<file path="config.mk">
export PLATFORM = sky130hd
export DESIGN_NAME = vector_alu_pipe
export DESIGN_NICKNAME = d
export VERILOG_FILES = /design/src/rtl/vector_alu_pipe.sv
export SDC_FILE = /design/constraint.sdc
export NUM_CORES = 2
export LEC_CHECK = 0
export CELL_PAD_IN_SITES_DETAIL_PLACEMENT = 2
export CELL_PAD_IN_SITES_GLOBAL_PLACEMENT = 2
export CORE_UTILIZATION = 37
export CTS_BUF_LIST = sky130_fd_sc_hd__clkbuf_2
export CTS_CLUSTER_DIAMETER = 60
export DETAILED_ROUTE_END_ITERATION = 12
export GPL_TIMING_DRIVEN = 0
export PLACE_DENSITY = 0.78
export SLEW_MARGIN = 20
export SYNTH_ARGS = -nofsm -noshare
export SYNTH_HDL_FRONTEND = slang
export SYNTH_SLANG_ARGS = --single-unit
</file>
<file path="constraint.sdc">
create_clock -name clk -period 4.2 [get_ports clk]
set_input_delay 0.84 -clock clk [delete_from_list [all_inputs] [get_ports clk]]
set_output_delay 0.84 -clock clk [all_outputs]
set_load 0.01 [all_outputs]
</file>
<file path="src/rtl/vector_alu_pipe.sv">
// Handshaked execute-stage vector ALU: LANES signed lanes of DATAWIDTH bits.
// Single-cycle ops load the output register at the accept edge. DIV runs a
// per-lane restoring divider, one quotient bit per cycle. The output register
// and its ovf/dbz masks are held until the consumer takes them.
module vector_alu_pipe #(
  parameter int LANES     = 4,
  parameter int DATAWIDTH = 16,
  parameter int SATURATE  = 0
) (
  input  logic                       clk,
  input  logic                       rst_n,
  input  logic                       in_valid,
  output logic                       in_ready,
  input  logic [3:0]                 op,
  input  logic [LANES*DATAWIDTH-1:0] ra1,
  input  logic [LANES*DATAWIDTH-1:0] ra2,
  output logic                       out_valid,
  input  logic                       out_ready,
  output logic [LANES*DATAWIDTH-1:0] result,
  output logic [LANES-1:0]           ovf,
  output logic [LANES-1:0]           dbz,
  output logic                       busy
);

  localparam int W  = DATAWIDTH;
  localparam int VW = LANES * DATAWIDTH;
  localparam int CW = $clog2(DATAWIDTH);
  localparam bit SAT_EN = (SATURATE != 0);

  localparam logic [3:0] OP_ADD    = 4'b0000;
  localparam logic [3:0] OP_SUB    = 4'b0001;
  localparam logic [3:0] OP_MUL    = 4'b0010;
  localparam logic [3:0] OP_COPY   = 4'b0011;
  localparam logic [3:0] OP_DIV    = 4'b0100;
  localparam logic [3:0] OP_ABSDIR = 4'b0101;
  localparam logic [3:0] OP_ERR    = 4'b0110;
  localparam logic [3:0] OP_MIN    = 4'b0111;
  localparam logic [3:0] OP_MAX    = 4'b1000;

  localparam logic [W-1:0]  ONE_W    = {{(W-1){1'b0}}, 1'b1};
  localparam logic [W-1:0]  MONE_W   = {W{1'b1}};
  localparam logic [W-1:0]  MIN_W    = {1'b1, {(W-1){1'b0}}};
  localparam logic [W-1:0]  MAX_W    = {1'b0, {(W-1){1'b1}}};
  localparam logic [CW-1:0] CNT_ONE  = {{(CW-1){1'b0}}, 1'b1};
  localparam logic [CW-1:0] CNT_LAST = CW'(DATAWIDTH - 1);

  typedef enum logic [1:0] {
    ST_IDLE = 2'b00,
    ST_DIV  = 2'b01,
    ST_HOLD = 2'b10
  } state_t;

  state_t state_q, state_d;

  logic [VW-1:0]              result_q, result_d;
  logic [LANES-1:0]           ovf_q, ovf_d;
  logic [LANES-1:0]           dbz_q, dbz_d;
  // dq holds the dividend magnitude, shifted out MSB-first while quotient
  // bits shift in from the bottom; after W steps it is the quotient.
  logic [LANES-1:0][W-1:0]    dq_q, dq_d;
  logic [LANES-1:0][W-1:0]    rem_q, rem_d;
  logic [LANES-1:0][W-1:0]    dvs_q, dvs_d;
  logic [LANES-1:0]           neg_q, neg_d;
  logic [LANES-1:0]           dz_q, dz_d;
  logic [LANES-1:0]           dov_q, dov_d;
  logic [CW-1:0]              cnt_q, cnt_d;

  logic                       accept_s;
  logic                       last_s;
  logic [VW-1:0]              alu_res_s;
  logic [LANES-1:0]           alu_ovf_s;
  logic [LANES-1:0][W-1:0]    rem_n_s;
  logic [LANES-1:0][W-1:0]    dq_n_s;
  logic [LANES-1:0]           qb_s;
  logic [VW-1:0]              div_res_s;

  // One lane of the element-wise ops; returns {ovf, value}.
  function automatic logic [W:0] lane_op(input logic [3:0] opc,
                                         input logic signed [W-1:0] a,
                                         input logic signed [W-1:0] b);
    logic signed [W-1:0] sum, dif, lo, val;
    logic [2*W-1:0]      prod;
    logic                ov;
    sum  = a + b;
    dif  = a - b;
    prod = {{W{a[W-1]}}, a} * {{W{b[W-1]}}, b};
    lo   = prod[W-1:0];
    ov   = 1'b0;
    val  = {W{1'b0}};
    case (opc)
      OP_ADD: begin
        ov  = (a[W-1] == b[W-1]) && (sum[W-1] != a[W-1]);
        val = (ov && SAT_EN) ? (a[W-1] ? MIN_W : MAX_W) : sum;
      end
      OP_SUB: begin
        ov  = (a[W-1] != b[W-1]) && (dif[W-1] != a[W-1]);
        val = (ov && SAT_EN) ? (a[W-1] ? MIN_W : MAX_W) : dif;
      end
      OP_MUL: begin
        ov  = (prod != {{W{lo[W-1]}}, lo});
        val = (ov && SAT_EN) ? (prod[2*W-1] ? MIN_W : MAX_W) : lo;
      end
      OP_COPY: val = b;
      OP_MIN:  val = (a < b) ? a : b;
      OP_MAX:  val = (a < b) ? b : a;
      default: val = {W{1'b0}};
    endcase
    return {ov, val};
  endfunction

  // ABSDIR on one group of four lanes taken from ra1.
  function automatic logic [4*W-1:0] absdir_grp(input logic [4*W-1:0] g);
    logic signed [W-1:0] a0, a1, a2, a3;
    logic [W:0]          d31, d20;
    logic [W-1:0]        r3, r2, r1, r0;
    a0  = g[0 +: W];
    a1  = g[W +: W];
    a2  = g[2*W +: W];
    a3  = g[3*W +: W];
    d31 = {a1[W-1], a1} - {a3[W-1], a3};
    d20 = {a0[W-1], a0} - {a2[W-1], a2};
    // Low W bits of |d| at W+1 bits, i.e. the truncated magnitude.
    r3  = d31[W] ? (~d31[W-1:0] + ONE_W) : d31[W-1:0];
    r2  = d20[W] ? (~d20[W-1:0] + ONE_W) : d20[W-1:0];
    r1  = (a3 < a1) ? ONE_W : MONE_W;
    r0  = (a0 < a2) ? ONE_W : MONE_W;
    return {r3, r2, r1, r0};
  endfunction

  // Magnitude of a signed lane; MIN maps to 2^(W-1) as an unsigned value.
  function automatic logic [W-1:0] mag(input logic [W-1:0] v);
    return v[W-1] ? (~v + ONE_W) : v;
  endfunction

  // One restoring-divide step; returns {quotient bit, next remainder}.
  // The partial remainder stays below the divisor, so the shifted value
  // fits W bits whenever the subtraction is taken.
  function automatic logic [W:0] div_step(input logic [W-1:0] rem,
                                          input logic           msb,
                                          input logic [W-1:0] dvs);
    logic [W:0] sh;
    logic       geq;
    sh  = {rem, msb};
    geq = (sh >= {1'b0, dvs});
    return {geq, (geq ? (sh[W-1:0] - dvs) : sh[W-1:0])};
  endfunction

  assign accept_s = in_valid && in_ready;
  assign last_s   = (cnt_q == CNT_LAST);

  // State register.
  always_ff @(posedge clk or negedge rst_n) begin
    if (!rst_n) begin
      state_q <= ST_IDLE;
    end else begin
      state_q <= state_d;
    end
  end

  // Next-state logic: IDLE/HOLD accept, DIV iteration count, HOLD drain.
  always_comb begin
    state_d = state_q;
    case (state_q)
      ST_IDLE: begin
        if (accept_s) begin
          state_d = (op == OP_DIV) ? ST_DIV : ST_HOLD;
        end else begin
          state_d = ST_IDLE;
        end
      end
      ST_DIV: begin
        if (last_s) begin
          state_d = ST_HOLD;
        end else begin
          state_d = ST_DIV;
        end
      end
      ST_HOLD: begin
        if (accept_s) begin
          state_d = (op == OP_DIV) ? ST_DIV : ST_HOLD;
        end else if (out_ready) begin
          state_d = ST_IDLE;
        end else begin
          state_d = ST_HOLD;
        end
      end
      default: state_d = ST_IDLE;
    endcase
  end

  // Handshake and status outputs decoded from the state register.
  always_comb begin
    in_ready  = 1'b0;
    out_valid = 1'b0;
    busy      = 1'b0;
    case (state_q)
      ST_IDLE: in_ready = 1'b1;
      ST_DIV:  busy     = 1'b1;
      ST_HOLD: begin
        in_ready  = out_ready;
        out_valid = 1'b1;
      end
      default: in_ready = 1'b0;
    endcase
  end

  // Single-cycle ALU: element-wise lanes, then group ops overwrite lanes.
  always_comb begin
    alu_res_s = {VW{1'b0}};
    alu_ovf_s = {LANES{1'b0}};
    for (int i = 0; i < LANES; i++) begin
      {alu_ovf_s[i], alu_res_s[i*W +: W]} = lane_op(op, ra1[i*W +: W], ra2[i*W +: W]);
    end
    if (op == OP_ABSDIR) begin
      for (int g = 0; g < LANES / 4; g++) begin
        alu_res_s[g*4*W +: 4*W] = absdir_grp(ra1[g*4*W +: 4*W]);
      end
    end else if (op == OP_ERR) begin
      for (int g = 0; g < LANES / 4; g++) begin
        alu_res_s[g*4*W +: 4*W] = {ra1[(4*g+3)*W +: W] - ra1[(4*g+2)*W +: W],
                                   {(3*W){1'b0}}};
      end
    end else begin
      alu_ovf_s = alu_ovf_s;
    end
  end

  // Divider step for all lanes plus the sign/zero fix-up of the final quotient.
  always_comb begin
    rem_n_s   = rem_q;
    dq_n_s    = dq_q;
    qb_s      = {LANES{1'b0}};
    div_res_s = {VW{1'b0}};
    for (int i = 0; i < LANES; i++) begin
      {qb_s[i], rem_n_s[i]} = div_step(rem_q[i], dq_q[i][W-1], dvs_q[i]);
      dq_n_s[i] = {dq_q[i][W-2:0], qb_s[i]};
      if (dz_q[i]) begin
        div_res_s[i*W +: W] = {W{1'b0}};
      end else begin
        div_res_s[i*W +: W] = neg_q[i] ? (~dq_n_s[i] + ONE_W) : dq_n_s[i];
      end
    end
  end

  // Datapath next state: capture on accept, iterate in DIV, load on last step.
  always_comb begin
    result_d = result_q;
    ovf_d    = ovf_q;
    dbz_d    = dbz_q;
    dq_d     = dq_q;
    rem_d    = rem_q;
    dvs_d    = dvs_q;
    neg_d    = neg_q;
    dz_d     = dz_q;
    dov_d    = dov_q;
    cnt_d    = cnt_q;
    if (accept_s && (op == OP_DIV)) begin
      for (int i = 0; i < LANES; i++) begin
        dq_d[i]  = mag(ra1[i*W +: W]);
        dvs_d[i] = mag(ra2[i*W +: W]);
        rem_d[i] = {W{1'b0}};
        neg_d[i] = ra1[i*W + W - 1] ^ ra2[i*W + W - 1];
        dz_d[i]  = (ra2[i*W +: W] == {W{1'b0}});
        dov_d[i] = (ra1[i*W +: W] == MIN_W) && (ra2[i*W +: W] == MONE_W);
      end
      cnt_d = {CW{1'b0}};
    end else if (accept_s) begin
      result_d = alu_res_s;
      ovf_d    = alu_ovf_s;
      dbz_d    = {LANES{1'b0}};
    end else if (state_q == ST_DIV) begin
      dq_d  = dq_n_s;
      rem_d = rem_n_s;
      cnt_d = cnt_q + CNT_ONE;
      if (last_s) begin
        result_d = div_res_s;
        ovf_d    = dov_q;
        dbz_d    = dz_q;
      end else begin
        result_d = result_q;
      end
    end else begin
      cnt_d = cnt_q;
    end
  end

  // Datapath registers; reset discards any in-flight divide or held result.
  always_ff @(posedge clk or negedge rst_n) begin
    if (!rst_n) begin
      result_q <= {VW{1'b0}};
      ovf_q    <= {LANES{1'b0}};
      dbz_q    <= {LANES{1'b0}};
      dq_q     <= {(LANES*W){1'b0}};
      rem_q    <= {(LANES*W){1'b0}};
      dvs_q    <= {(LANES*W){1'b0}};
      neg_q    <= {LANES{1'b0}};
      dz_q     <= {LANES{1'b0}};
      dov_q    <= {LANES{1'b0}};
      cnt_q    <= {CW{1'b0}};
    end else begin
      result_q <= result_d;
      ovf_q    <= ovf_d;
      dbz_q    <= dbz_d;
      dq_q     <= dq_d;
      rem_q    <= rem_d;
      dvs_q    <= dvs_d;
      neg_q    <= neg_d;
      dz_q     <= dz_d;
      dov_q    <= dov_d;
      cnt_q    <= cnt_d;
    end
  end

  assign result = result_q;
  assign ovf    = ovf_q;
  assign dbz    = dbz_q;

endmodule

</file>
==> impl_results.md <==
- Most area-consuming cells after synthesis: fa_1 32%, ha_1 11%, dfrtp_1 10%
- DP Wirelength: 281200 µm
- Area Growth Syn to Fin: 27.00%
- Clock Tree Root: clkbuf_2
- Initial antenna violation count: 25
- Htree depth: 3
- Relative slew slack: 0.1448
- Fin nets: 10450
- Largest net degree at the start of global routing: 82
- Clock Latency Late Sink: 1.31 ns
- Number of global-route vias before repair: 75950
- Residual DRC: 0
- Worst setup EP type: flop
- Async SR Flop Fraction: 1.000
- Post-Syn Area per Cell: 8.430 µm²
- Fmax: 141.0 MHz
- TritonCTS clock tree: yes
- Synth warnings: 0
- Mapped Area: 67320 µm²
- Failing checks: negative setup slack
- Cell Rows: 156
- Mapped Nets: 9773
- Global placer's final weighted congestion: 0.9652
- WP data arrival: 8.13 ns
- Core area: 180700 µm²
- Setup repair after global routing missed its margin: yes
- Top-level I/O count: 211
- Final Cycle Share: 1.688
- EDFF count, synth: 0
- Final Max Slew Viols: 0
- PortBufs: 208
- Synth top area share: 0.3161
- Syn Inst Count: 7986
- WP data required: 5.24 ns
- Hold crit path type: input port to flop
- Cell variety after synth: 88
- Status: finished with violations
- Fill cells: 19220
- Critical Path Max Stage Delay: 0.60 ns
- Routed WL per cell: 34.96 µm
- ANT nets after route: 0
- Fraction of layout cells with a size suffix above 1: 0.2017
- DR vias: 68580
- Final WS setup: -2.890 ns
- First-pass GRT wire length: 533700 µm
- CP Launch Type: input port
- Drt via density: 6.180
- Actual slew at the worst max-slew pin: 1.278 ns
- Critical path class: input port to flop
- Starting Density: 0.3725
- Clock Sinks: 282
- Hold Slack: 0.08531 ns
- Minimum clock period after layout: 7.090 ns
- Iter 0 DRT Violations: 5847
- Cell taking the most area after synthesis: fa_1
- Clock transition at path regs: 0.12 ns
- Most frequent cells in the layout: 1126 x inv_1, 1015 x fa_1, 927 x nand2_1
- CTS Buffer Depth: 3
- Worst Skew: 0.1455 ns
- # setup viols final: 46
- Post-Route WL: 388000 µm
- CTS Buf Count: 76
- DIE WIDTH: 428.6 µm
- Worst path top cell family by delay: adder cells
- Post-synthesis sequential element count: 282
- Worst-path fanout max: 10
- Worst path bufs/invs: 8
- Commonest non-fill, non-tap cell in the layout: inv_1
- Critical path's most frequent cell: fa_1
- Tot GR Track Use: 0.3967
- Final hold vios: 0
- Slowest CP cell: fa_1
- Remaining Overflow, GRT: 0
- Die area: 183700 µm²
- Die Height: 428.6 µm
- Top FF cell, synth: dfrtp_1
- DR pass1 iterations: 7
- Seq/Total Area, Yosys: 0.1048
- Number of max-cap violations: 0
tightest hold or removal path, delay by kind of cell:
family                 cells  cell delay, ns
AOI/OAI and AO/OA          2            0.29
buffers and inverters      1            0.19
logic make-up after synthesis:
group	share of synthesized area
muxes	0.01076
DFF	0.1048
and+or+nand+nor	0.1496
buffers and inverters	0.09364
AOI/OAI and AO/OA	0.1613
xor gates and xnor gates	0.05451
adders and majority gates	0.4254
cell type report:
cell class                 instances  area, µm²  share of cell area
tap                             2370       2965             0.03468
clock buffer                     100      500.5            0.005854
multi-input combinational       6025      58670              0.6862
antenna                           16      40.04           0.0004683
timing repair buffer             615       5967             0.06979
buffer                           375       4748             0.05554
inverter                        1283       5296             0.06195
sequential                       282       7057             0.08254
clock inverter                    32      254.0            0.002971
path summary, 6_finish.rpt:
path                       startpoint         end  depth (start not counted)  slack, ns
max reg2reg                 rem_q[48]  result[60]                         19      -0.83
max in group asynchronous       rst_n    rem_q[9]                          4       2.68
max                           ra2[23]      ovf[1]                         28      -2.89
min reg2reg                 dvs_q[55]   dvs_q[55]                          2       0.50
min                            ra1[5]   result[5]                          3       0.09
min in group asynchronous       rst_n   rem_q[15]                          2       0.35
sequential cells by signal, indices dropped and copies added (netlist names):
| name | count |
|---|---|
| dz_q | 4 |
| dvs_q | 64 |
| ovf | 4 |
| cnt_q | 4 |
| rem_q | 64 |
| dq_q | 4 |
| dov_q | 4 |
| dbz | 4 |
| state_q | 2 |
| dq_n_s | 60 |
| neg_q | 4 |
| result | 64 |
repair_timing:
| action | CTS | global route |
|---|---|---|
| resized for setup | 1676 | 467 |
| endpoints found under the setup margin | 70 | 83 |
| setup buffers | 253 | 139 |
| hold endpoints to repair | 83 | 0 |
| cloned | 2 | 1 |
| hold buffers | 5 | 0 |
| pin swaps | 273 | 250 |
cells in the mapped netlist, drive strengths merged, types with 57 or more instances:
cell and n:
a21o 87, a21oi 339, a22oi 83, and2 138, clkbuf 363, dfrtp 282, fa 1063, ha 588
inv 1256, mux2i 60, nand2 968, nand2b 86, nand3 82, nor2 545, nor2b 57, nor3 114
o21a 66, o21ai 455, o31ai 71, xnor2 289, xor2 130
through the flow:
step / setup slack [ns] / instances / setup TNS (ns) / util / cell area, µm²
detailed placement: -5.898 / 10580 / -279.31 / 0.4168 / 75340
floorplan: -2.866 / 7986 / -55.06 / - / 69930
global placement: -10.97 / 10560 / -3358.30 / 0.4149 / 74980
global route: -3.008 / 11090 / -48.09 / 0.4729 / 85470
finish: -2.890 / 11100 / -44.54 / 0.4730 / 85490
CTS: -2.671 / 10950 / -34.93 / 0.4588 / 82920
per-layer routing:
metal / vias up / GRT usage / share of wire
li1: 27690 / - / -
met4: 10 / 0.2569 / 0.085
met2: 3504 / 0.6604 / 0.47
met5: - / 0 / 0.00017
met3: 1472 / 0.07050 / 0.079
met1: 35910 / 0.4713 / 0.36
Power is not shown: default switching activity piles up to over one toggle a cycle in this logic, so the estimate is an artifact.
